## src/rtl/fuzzy_result_collector.sv

```systemverilog
// Serial-to-parallel collector for the fuzzifier's result digits (MSB first) with a hold/handshake stage.
// Optional running-maximum tracker enabled by defining FUZZY_COLLECTOR_MAX_TRACK_EN.
module fuzzy_result_collector #(
  parameter int RESULT_WIDTH = 10
) (
  input  logic                    clock,
  input  logic                    reset,
  input  logic                    io_start,
  input  logic                    io_inResultValid,
  input  logic                    io_inResult,
  output logic                    io_out_valid,
  input  logic                    io_out_ready,
  output logic [RESULT_WIDTH-1:0] io_out_bits,
  output logic                    io_busy,
  output logic                    io_overrun,
  output logic [RESULT_WIDTH-1:0] io_maxResult
);

  localparam int CW = $clog2(RESULT_WIDTH);
  localparam logic [1:0] S_IDLE    = 2'd0;
  localparam logic [1:0] S_COLLECT = 2'd1;
  localparam logic [1:0] S_HOLD    = 2'd2;

  logic [1:0]              r_state;
  logic [CW-1:0]           r_cnt;
  logic [RESULT_WIDTH-1:0] r_shift;
  logic                    r_out_valid;
  logic [RESULT_WIDTH-1:0] r_out_bits;
  logic                    r_busy;
  logic                    r_overrun;

  logic [1:0]              w_state_next;
  logic                    w_hs;
  logic                    w_start_acc;
  logic                    w_accept;
  logic                    w_last;
  logic                    w_ov_set;
  logic [RESULT_WIDTH-1:0] w_shift_next;

  assign w_hs         = (r_state == S_HOLD) & r_out_valid & io_out_ready;
  assign w_start_acc  = io_start & ((r_state != S_HOLD) | w_hs);
  assign w_accept     = (r_state == S_COLLECT) & ~io_start & io_inResultValid;
  assign w_last       = w_accept & (r_cnt == CW'(RESULT_WIDTH - 1));
  assign w_shift_next = {r_shift[RESULT_WIDTH-2:0], io_inResult};
  // Dropped digit outside COLLECT, or a start that arrives while a result is still unclaimed.
  assign w_ov_set     = (io_inResultValid & (r_state != S_COLLECT)) |
                        ((r_state == S_HOLD) & io_start & ~w_hs);

  always_comb begin
    w_state_next = r_state;
    case (r_state)
      S_IDLE:    if (io_start) w_state_next = S_COLLECT;
      S_COLLECT: if (w_last) w_state_next = S_HOLD;
      S_HOLD:    if (w_hs) w_state_next = io_start ? S_COLLECT : S_IDLE;
      default:   w_state_next = S_IDLE;
    endcase
  end

  always_ff @(posedge clock or negedge reset) begin
    if (!reset) begin
      r_state     <= S_IDLE;
      r_cnt       <= '0;
      r_shift     <= '0;
      r_out_valid <= 1'b0;
      r_out_bits  <= '0;
      r_busy      <= 1'b0;
      r_overrun   <= 1'b0;
    end else begin
      r_state <= w_state_next;
      r_busy  <= (w_state_next == S_COLLECT);

      if (w_start_acc) begin
        r_cnt   <= '0;
        r_shift <= '0;
      end else if (w_accept) begin
        r_cnt   <= w_last ? '0 : r_cnt + CW'(1);
        r_shift <= w_last ? '0 : w_shift_next;
      end

      if (w_last) begin
        r_out_valid <= 1'b1;
        r_out_bits  <= w_shift_next;
      end else if (w_hs) begin
        r_out_valid <= 1'b0;
      end

      if (w_ov_set)
        r_overrun <= 1'b1;
      else if (w_start_acc)
        r_overrun <= 1'b0;
    end
  end

  assign io_out_valid = r_out_valid;
  assign io_out_bits  = r_out_bits;
  assign io_busy      = r_busy;
  assign io_overrun   = r_overrun;

`ifdef FUZZY_COLLECTOR_MAX_TRACK_EN
  logic [RESULT_WIDTH-1:0] r_max;

  always_ff @(posedge clock or negedge reset) begin
    if (!reset)
      r_max <= '0;
    else if (w_hs && (r_out_bits > r_max))
      r_max <= r_out_bits;
  end

  assign io_maxResult = r_max;
`else
  assign io_maxResult = '0;
`endif

endmodule

```

## config.mk

```make
export PLATFORM = sky130hd
export DESIGN_NAME = fuzzy_result_collector
export DESIGN_NICKNAME = d
export VERILOG_FILES = /design/src/rtl/fuzzy_result_collector.sv
export SDC_FILE = /design/constraint.sdc
export NUM_CORES = 1
export LEC_CHECK = 0
export BUFFER_PORTS_ARGS = -buffer_cell sky130_fd_sc_hd__buf_2
export CAP_MARGIN = 5
export CORE_MARGIN = 2
export CORE_UTILIZATION = 32
export DETAILED_ROUTE_END_ITERATION = 8
export PLACE_DENSITY = 0.55
export REMOVE_ABC_BUFFERS = 1
export SLEW_MARGIN = 20
export SYNTH_ARGS = -nofsm -noshare
export SYNTH_HDL_FRONTEND = slang
export SYNTH_SLANG_ARGS = --single-unit
export TNS_END_PERCENT = 50
```

## constraint.sdc

```tcl
create_clock -name clock -period 2 [get_ports clock]
set_input_delay 0.4 -clock clock [delete_from_list [all_inputs] [get_ports clock]]
set_output_delay 0.4 -clock clock [all_outputs]
set_load 0.05 [all_outputs]
```

# Yosys cells after proc, flatten, opt, wreduce, memory -nomap -nowiden
# Index checks and enable logic that the tools add are counted.
[totals]
register_bits = 28
latchBits = 0
ram_bits = 0
romBits = 0
elab_cells = 46
memories = 0
[op_classes]
addsub = 1
multipliers = 0
n_div = 0
magnitude_cmp = 0
eq_ne = 6
shifts = 0
muxes = 15
bitwise = 13
reduce_logical = 4
[op_table]
columns = ["op", "n"]
rows = [
  ["9-bit 2-to-1 mux", 3],
  ["4-bit 2-to-1 mux", 3],
  ["1-bit AND", 9],
  ["2-bit 2-to-1 mux", 3],
  ["2-bit one-hot mux with 3 select lines", 1],
  ["2-bit nonzero test", 3],
  ["1-bit 2-to-1 mux", 5],
  ["4-bit by 1-bit adder with 4-bit output (second input constant)", 1],
  ["2-bit by 1-bit equality test with 1-bit output (second input constant)", 2],
  ["4-bit equality test (second input constant)", 1],
  ["2-bit equality test (second input constant)", 1],
  ["2-bit zero test", 1],
  ["2-bit by 1-bit inequality test with 1-bit output (second input constant)", 1],
  ["2-bit inequality test (second input constant)", 1],
  ["1-bit inverter", 2],
  ["1-bit bitwise OR", 2],
]

# Logic depth before layout (Yosys ltp)
# Gate-level depths: netlist of run 1.
[depth]
ltp_word = 7
ltp_mapped = 6
mapped_depth_nobuf = 5

# Least setup slack after synthesis of run 1
# OpenSTA, ideal clock, no wires.
[synth_timing]
path_type = "reg-to-reg"
startpoint = "reg r_out_valid (netlist: io_out_valid)"
endpoint = "reg r_cnt[1]"
arrival_ns = 1.406
required_time_ns = 1.933
setup_slack_ns = 0.527
stages_incl_launch_ff = 4
period_less_slack_ns = 1.473
cell_sequence = "dfrtp_1 > a21bo_4 > a221oi_4 > a22o_1"
[synth_between]
elab_chain_cells = 5
word_cells_on_any_way = 6
cone_classes = "mux: 1; bitwise: 4; reduce/logical: 1"
[synth_rtl]
columns = ["element", "line_no", "rtl"]
rows = [
  ["from (decl)", "27", "logic r_out_valid;"],
  ["from (signal assigned)", "64", "r_out_valid <= 1'b0;"],
  ["from (signal assigned)", "81", "r_out_valid <= 1'b1;"],
  ["from (signal assigned)", "84", "r_out_valid <= 1'b0;"],
  ["1-bit AND * (2 in series)", "40", "assign w_hs = (r_state == S_HOLD) & r_out_valid & io_out_ready;"],
  ["1-bit bitwise OR *", "41", "assign w_start_acc = io_start & ((r_state != S_HOLD) | w_hs);"],
  ["1-bit AND *", "41", ""],
  ["4-bit 2-to-1 mux / 2-bit nonzero test (equally long branches)", "n/a", ""],
  ["to (signal assigned)", "76", "r_cnt <= w_last ? '0 : r_cnt + CW'(1);"],
  ["to (decl)", "25", "logic [CW-1:0] r_cnt;"],
]
# Mark *: on every way between the ends. The rest lies on a longest branch, timed or not.
# A chain may end at the register's enable or synchronous reset.

# Final worst setup path of run 1
[layout_timing]
startpoint = "reg r_cnt[1]"
endpoint = "reg r_shift[4]"
[layout_between]
elab_chain_cells = 5
[layout_rtl]
columns = ["element", "line_no", "rtl"]
rows = [
  ["4-bit equality test", "43", "assign w_last = w_accept & (r_cnt == CW'(RESULT_WIDTH - 1));"],
  ["1-bit AND", "43", ""],
  ["9-bit 2-to-1 mux", "77", "r_shift <= w_last ? '0 : w_shift_next;"],
  ["9-bit 2-to-1 mux", "75", "end else if (w_accept) begin"],
  ["9-bit 2-to-1 mux", "72", "if (w_start_acc) begin"],
  ["to (signal assigned)", "77", ""],
  ["to (decl)", "26", "logic [RESULT_WIDTH-1:0] r_shift;"],
]
# Every way passes these cells. The select of a mux whose other input is x is not followed.

==> summary.md, run 1 <==
| Metric | Value |
|---|---|
| Crit path launch type | `register` |
| CTS Sinks | `28` |
| Vias in the first global route | `801` |
| Share of the synthesized area in the top cell type | `0.522` |
| Clock period minus final worst setup slack | `1680 ps` |
| Synth Area in Simple Gates | `0.110` |
| Core area | `4030 sq um` |
| Initial DRC Count | `20` |
| Clk_skew | `2.63 ps` |
| DRT antenna net count | `0` |
| PD cells | `736 nW/um^2` |
| Clock Pin Slew Worst Setup and Hold Paths | `100 ps` |
| Largest net degree at the start of global routing | `29` |
| Tot GR Track Use | `0.105` |
| Root Buffer | `clkbuf_8` |
| Setup CP Type | `register to register` |
| Seq/Total Area, Yosys | `0.522` |
| Die width | `68.7 um` |
| R2R Path Start | `r_cnt[1]` |
| # DRC | `0` |
| Cell count after synthesis | `100` |
| Worst reg2reg path depth | `5` |
| Combinational family with the most area after synthesis | `compound AO/OA/AOI/OAI gates` |
| Initial Utilization | `0.333` |
| Hold Vio Cnt, Final | `0` |
| Vias | `823` |
| Yosys reg bits | `28` |
| Total I/O pin count | `29` |
| Yosys top cell by area | `dfrtp_1` |
| Clock Path Buffers | `2` |
| Post-CTS Setup Inserts | `0` |
| Fmax | `0.596 GHz` |
| Synth unique cells | `31` |
| Avg Inst Size Synth | `13.4 sq um` |
| Final GP Congestion | `0.877` |
| R2R setup slack | `320 ps` |
| Post-Synthesis Cell Area | `1340 sq um` |
| Chip height | `68.7 um` |
| Global-route wire length before repair | `3700 um` |
| Relative slew slack | `0.594` |
| Hold_buf cts | `0` |
| H-tree Lvls | `1` |
| NumNets Final | `128` |
| First-pass DRT Iterations | `3` |
| DRT Wirelength | `2250 um` |
| Total global routing overflow | `0` |
| Leak pwr | `0.778 nW` |
| Placement Rows | `23` |
| Worst slew pin tran | `609 ps` |
| Antenna Diode Count | `0` |
| Fin Setup TNS | `0 ps` |
| Status | `finished clean` |
| Layout fillers | `407` |
| Post-layout util | `0.374` |
| Crit path max fanout | `10` |
| Layout cell share with drive strength beyond 1 | `0.328` |
| Area Overhead vs Synth | `12.2%` |
| WL/cell | `13.3 um` |
| Via/cell ratio | `4.87` |
| Crit Reg-Reg Endpoint | `r_shift[4]` |
| Initial antenna violation count | `0` |
| Worst setup EP type | `register` |
| DPL Wire Length | `1610 um` |
| Synthesis Warnings | `0` |
| Post-route clock period utilization | `0.838` |
| Post-synthesis compound-gate area fraction | `0.178` |
| Port bufs | `18` |
| Die ar. | `4730 sq um` |
| Crit. Startpoint | `r_cnt[1]` |
| RSZ-0062 raised after global routing | `no` |
| Final setup fails | `0` |
| Post_cts resized | `0` |
| Worst min path class | `input port to async pin` |
| Slew Viols, Final | `0` |
| CP required | `2160 ps` |
| Synth Area in XOR/XNOR | `0` |
| Clock Latency Late Sink | `270 ps` |
| Synth Area in Adders | `0.0187` |
| Post-synthesis mux area share | `0.0840` |
| CTS tree | `built` |
| Dominant cells by area after synthesis | `dfrtp_1, a22o_1, buf_4` |
| VDD IR max | `0.000230 V` |
| WP data arrival | `1840 ps` |
| Max-Cap Viols | `0` |
| Number of buffers created by CTS | `3` |
## Yosys cell counts (all sizes together)
cell      n
nand2     3
and2b     1
o21ba     1
and4bb    1
o21ai     6
nand3     1
nand3b    2
a21bo     1
mux2     10
a221oi    1
a41oi     1
a311oi    1
a22oi     1
o21a      1
nand4b    2
a22o     12
and2      2
dfrtp    28
buf      12
o22ai     1
nand4bb   1
inv       5
ha        2
conb      1
nor2      1
a21oi     2
## registers in the layout, summed over array words and instances, names as in the netlist
signal	cells
io_out_valid	1
io_out_bits	10
r_state	2
io_overrun	1
r_shift	9
r_cnt	4
io_busy	1
## worst max-delay path, stage by stage (launching register included)
cell      delay, ps
dfrtp_1         440
inv_1            80
ha_1            230
nand3b_4        150
and2_0          360
a22o_1          310
## logic make-up (layout without fill, tap and decap cells)
family	after synthesis	in the layout
AO/OA/AOI/OAI	28	28
flip-flops	28	28
buffers and inverters	17	27
AND/OR/NAND/NOR	14	14
multiplexers	10	10
adder cells (fa/ha/maj)	2	2
other	1	10
## power by group
part	leakage [nW]	internal (mW)	switching [mW]
Clock	0.0357	0.268	0.173
Combinational	0.363	0.0182	0.0752
Sequential	0.379	0.570	0.00472
Total	0.778	0.855	0.253
## routing by layer
layer	vias up	GRT usage	routed length, um
met4	0	0.0539	38
met2	19	0.175	1070
met3	2	0.0130	106
li1	384	-	-
met1	418	0.134	1030
met5	-	0	0
## cells in the final DEF, fill, tap and decap left out
cell	instances
a21bo_4	1
a21oi_1	2
a221oi_4	1
a22o_1	10
a22o_2	2
a22oi_1	1
a311oi_1	1
a41oi_1	1
and2_0	1
and2_1	1
and2b_4	1
and4bb_4	1
buf_2	18
bufinv_16	1
clkbuf_8	3
conb_1	10
dfrtp_1	28
ha_1	2
inv_1	5
mux2_1	3
mux2_2	7
nand2_1	3
nand3_1	1
nand3b_1	1
nand3b_4	1
nand4b_1	2
nand4bb_4	1
nor2_8	1
o21a_1	1
o21ai_0	6
o21ba_2	1
o22ai_1	1
## worst max-delay path by stage
| stage | endpoint | slack [ps] |
|---|---|---|
| floorplan | r_cnt[1] | 530 |
| global placement | r_shift[1] | 360 |
| detailed placement | r_shift[4] | 320 |
| CTS | r_shift[4] | 320 |
| global route | r_cnt[1] | 230 |
| finish | r_shift[4] | 320 |
## layout make-up
type | count | area (sq um) | share of cell area
clock buffer | 3 | 41.3 | 0.0274
clock inverter | 1 | 30.0 | 0.0200
inverter | 5 | 18.8 | 0.0125
multi-input combinational | 64 | 562 | 0.373
sequential | 28 | 701 | 0.466
tap | 50 | 62.6 | 0.0416
timing repair buffer | 18 | 90.1 | 0.0599
## through the flow
stage                     hold slack (ps)  instances  cell area [sq um]  total power [mW]  worst slack, ps
after floorplan                       104         97               1280             0.652              527
after global placement                450        165               1430             0.678              361
after detailed placement              464        165               1430             0.680              321
after CTS                             157        169               1510              1.12              321
after global routing                  186        169               1510              1.15              234
final                                 130        169               1510              1.11              323
No activity file was read; power rests on OpenSTA's default activity.
==> run 2, diff against run 1 <==
- PLACE_DENSITY: 0.55 -> 0.57
- clock period: 2 -> 1.4 ns (I/O delays scaled with it)
==> summary.md, run 2 (same netlist as run 1, synthesis figures left out) <==
| Metric | Value |
|---|---|
| Tot GR Track Use | `0.118` |
| Layout cell share with drive strength beyond 1 | `0.444` |
| Internal Pwr Total | `1.24 mW` |
| Crit path to | `io_out_bits[3]` |
| Setup CP Type | `register to register` |
| Number of buffers created by CTS | `3` |
| Antenna Diode Count | `0` |
| NumNets Final | `144` |
| R2R setup slack | `-60 ps` |
| Die width | `68.7 um` |
| Clock period minus final worst setup slack | `1460 ps` |
| Commonest non-fill, non-tap cell in the layout | `dfrtp_1` |
| Via/cell ratio | `4.96` |
| Final GP Congestion | `0.895` |
| Final setup fails | `5` |
| Total I/O pin count | `29` |
| Most frequent cells in the layout | `dfrtp_1, buf_2, buf_4, a22o_1, conb_1` |
| Largest register FFs | `10` |
| Die ar. | `4730 sq um` |
| Final Hold Slack | `2.34 ps` |
| Switching Fraction | `0.238` |
| Psw | `0.389 mW` |
| PD cells | `973 nW/um^2` |
| Status | `complete, but fails checks` |
| Worst reg2reg path depth | `3` |
| Combinational share of power | `0.101` |
| WP data arrival | `1630 ps` |
| Clock power frac | `0.398` |
| Relative slew slack | `0.585` |
| Fmax | `0.685 GHz` |
| Clock Path Buffers | `2` |
| Final setup margin | `-59.8 ps` |
| WL/cell | `14.2 um` |
| Hold_buf cts | `0` |
| DRT antenna net count | `0` |
| Clk_skew | `2.58 ps` |
| Worst setup EP type | `register` |
| DRT Wirelength | `2630 um` |
| Initial DRC Count | `46` |
| Chip height | `68.7 um` |
| Initial antenna violation count | `0` |
| Total global routing overflow | `0` |
| Crit path launch type | `register` |
| Hold Vio Cnt, Final | `0` |
| Failing checks | `setup timing` |
| CTS tree | `built` |
| Vias in the first global route | `875` |
| Vias | `918` |
| Crit path max fanout | `5` |
| RSZ-0062 raised after global routing | `yes` |
| Root Buffer | `clkbuf_8` |
| Worst slew pin tran | `622 ps` |
| # DRC | `0` |
| Crit Reg-Reg Endpoint | `io_out_bits[3]` |
| Post-route clock period utilization | `1.04` |
| Slew Viols, Final | `0` |
| Sequential Power Share | `0.501` |
| Largest net degree at the start of global routing | `29` |
| Initial Utilization | `0.333` |
| DPL Wire Length | `1790 um` |
| Placement Rows | `23` |
| VDD IR max | `0.000785 V` |
| Global-route wire length before repair | `4130 um` |
| First-pass DRT Iterations | `4` |
| Clock Latency Late Sink | `280 ps` |
| H-tree Lvls | `1` |
| CP required | `1570 ps` |
| Port bufs | `18` |
| Leak pwr | `0.864 nW` |
| Clock Pin Slew Worst Setup and Hold Paths | `100 ps` |
| Area Overhead vs Synth | `25.1%` |
| Crit. Startpoint | `r_state[1]` |
| R2R Path Start | `r_state[1]` |
| Max-Cap Viols | `0` |
| Post-layout util | `0.416` |
| CTS Sinks | `28` |
| Core area | `4030 sq um` |
| Worst min path class | `input port to async pin` |
==> run 2: worst min path at each step <==
stage / from / endpoint / cells after the start / slack (ps)
6_report: reset / r_cnt[3] / 1 / 2
3_3_place_gp: reset / r_cnt[3] / 1 / 330
5_1_grt: reset / r_cnt[3] / 1 / 50
3_5_place_dp: reset / r_cnt[3] / 1 / 340
4_1_cts: reset / r_cnt[3] / 1 / 30
2_1_floorplan: reset / io_busy / 0 / -20
==> run 2: power groups by stage <==
stage / combinational, mW / clock, mW / sequential [mW]
final: 0.165 / 0.650 / 0.819
after global routing: 0.179 / 0.697 / 0.820
after CTS: 0.163 / 0.663 / 0.818
after detailed placement: 0.160 / 0 / 0.834
after global placement: 0.157 / 0 / 0.833
after floorplan: 0.0968 / 0 / 0.835
==> run 2: worst max-delay path, cell delays in order (launching register included) <==
cell	delay, ps
dfrtp_2	440
nand4bb_4	310
nor2_4	250
mux2_2	350
==> run 2: stage by stage <==
step / cells / cell area [sq um] / total power, mW / setup slack [ps] / setup TNS, ps
CTS: 183 / 1630 / 1.64 / -51.8 / -419
detailed placement: 179 / 1550 / 0.994 / -169 / -1860
global placement: 179 / 1550 / 0.991 / -92.7 / -957
global route: 185 / 1680 / 1.70 / -111 / -815
floorplan: 97 / 1280 / 0.932 / -72.7 / -936
finish: 185 / 1680 / 1.63 / -59.8 / -272
==> run 2: layout make-up <==
type | count | area, sq um
well taps | 50 | 62.6
flip-flops and latches | 28 | 703
fillers | 390 | 2350
inverters | 5 | 18.8
multi-input cells | 65 | 607
clock inverters | 1 | 30.0
clock buffers | 3 | 41.3
repair buffers | 33 | 215
==> run 2: what timing repair did <==
item                                    CTS  global route
gates resized for setup                   5             8
endpoints found under the hold margin     0             0
endpoints found under the setup margin   21            19
cloned                                    0             1
pin swaps                                 0             4
buffers inserted                          0             1
==> run 2: per-layer routing <==
layer  up-vias  global-route usage  wire, um
li1        416                   -         -
met1       470               0.155      1240
met2        32               0.196      1240
met3         0              0.0357       155
met4         0              0.0196         0
met5         -                   0         0
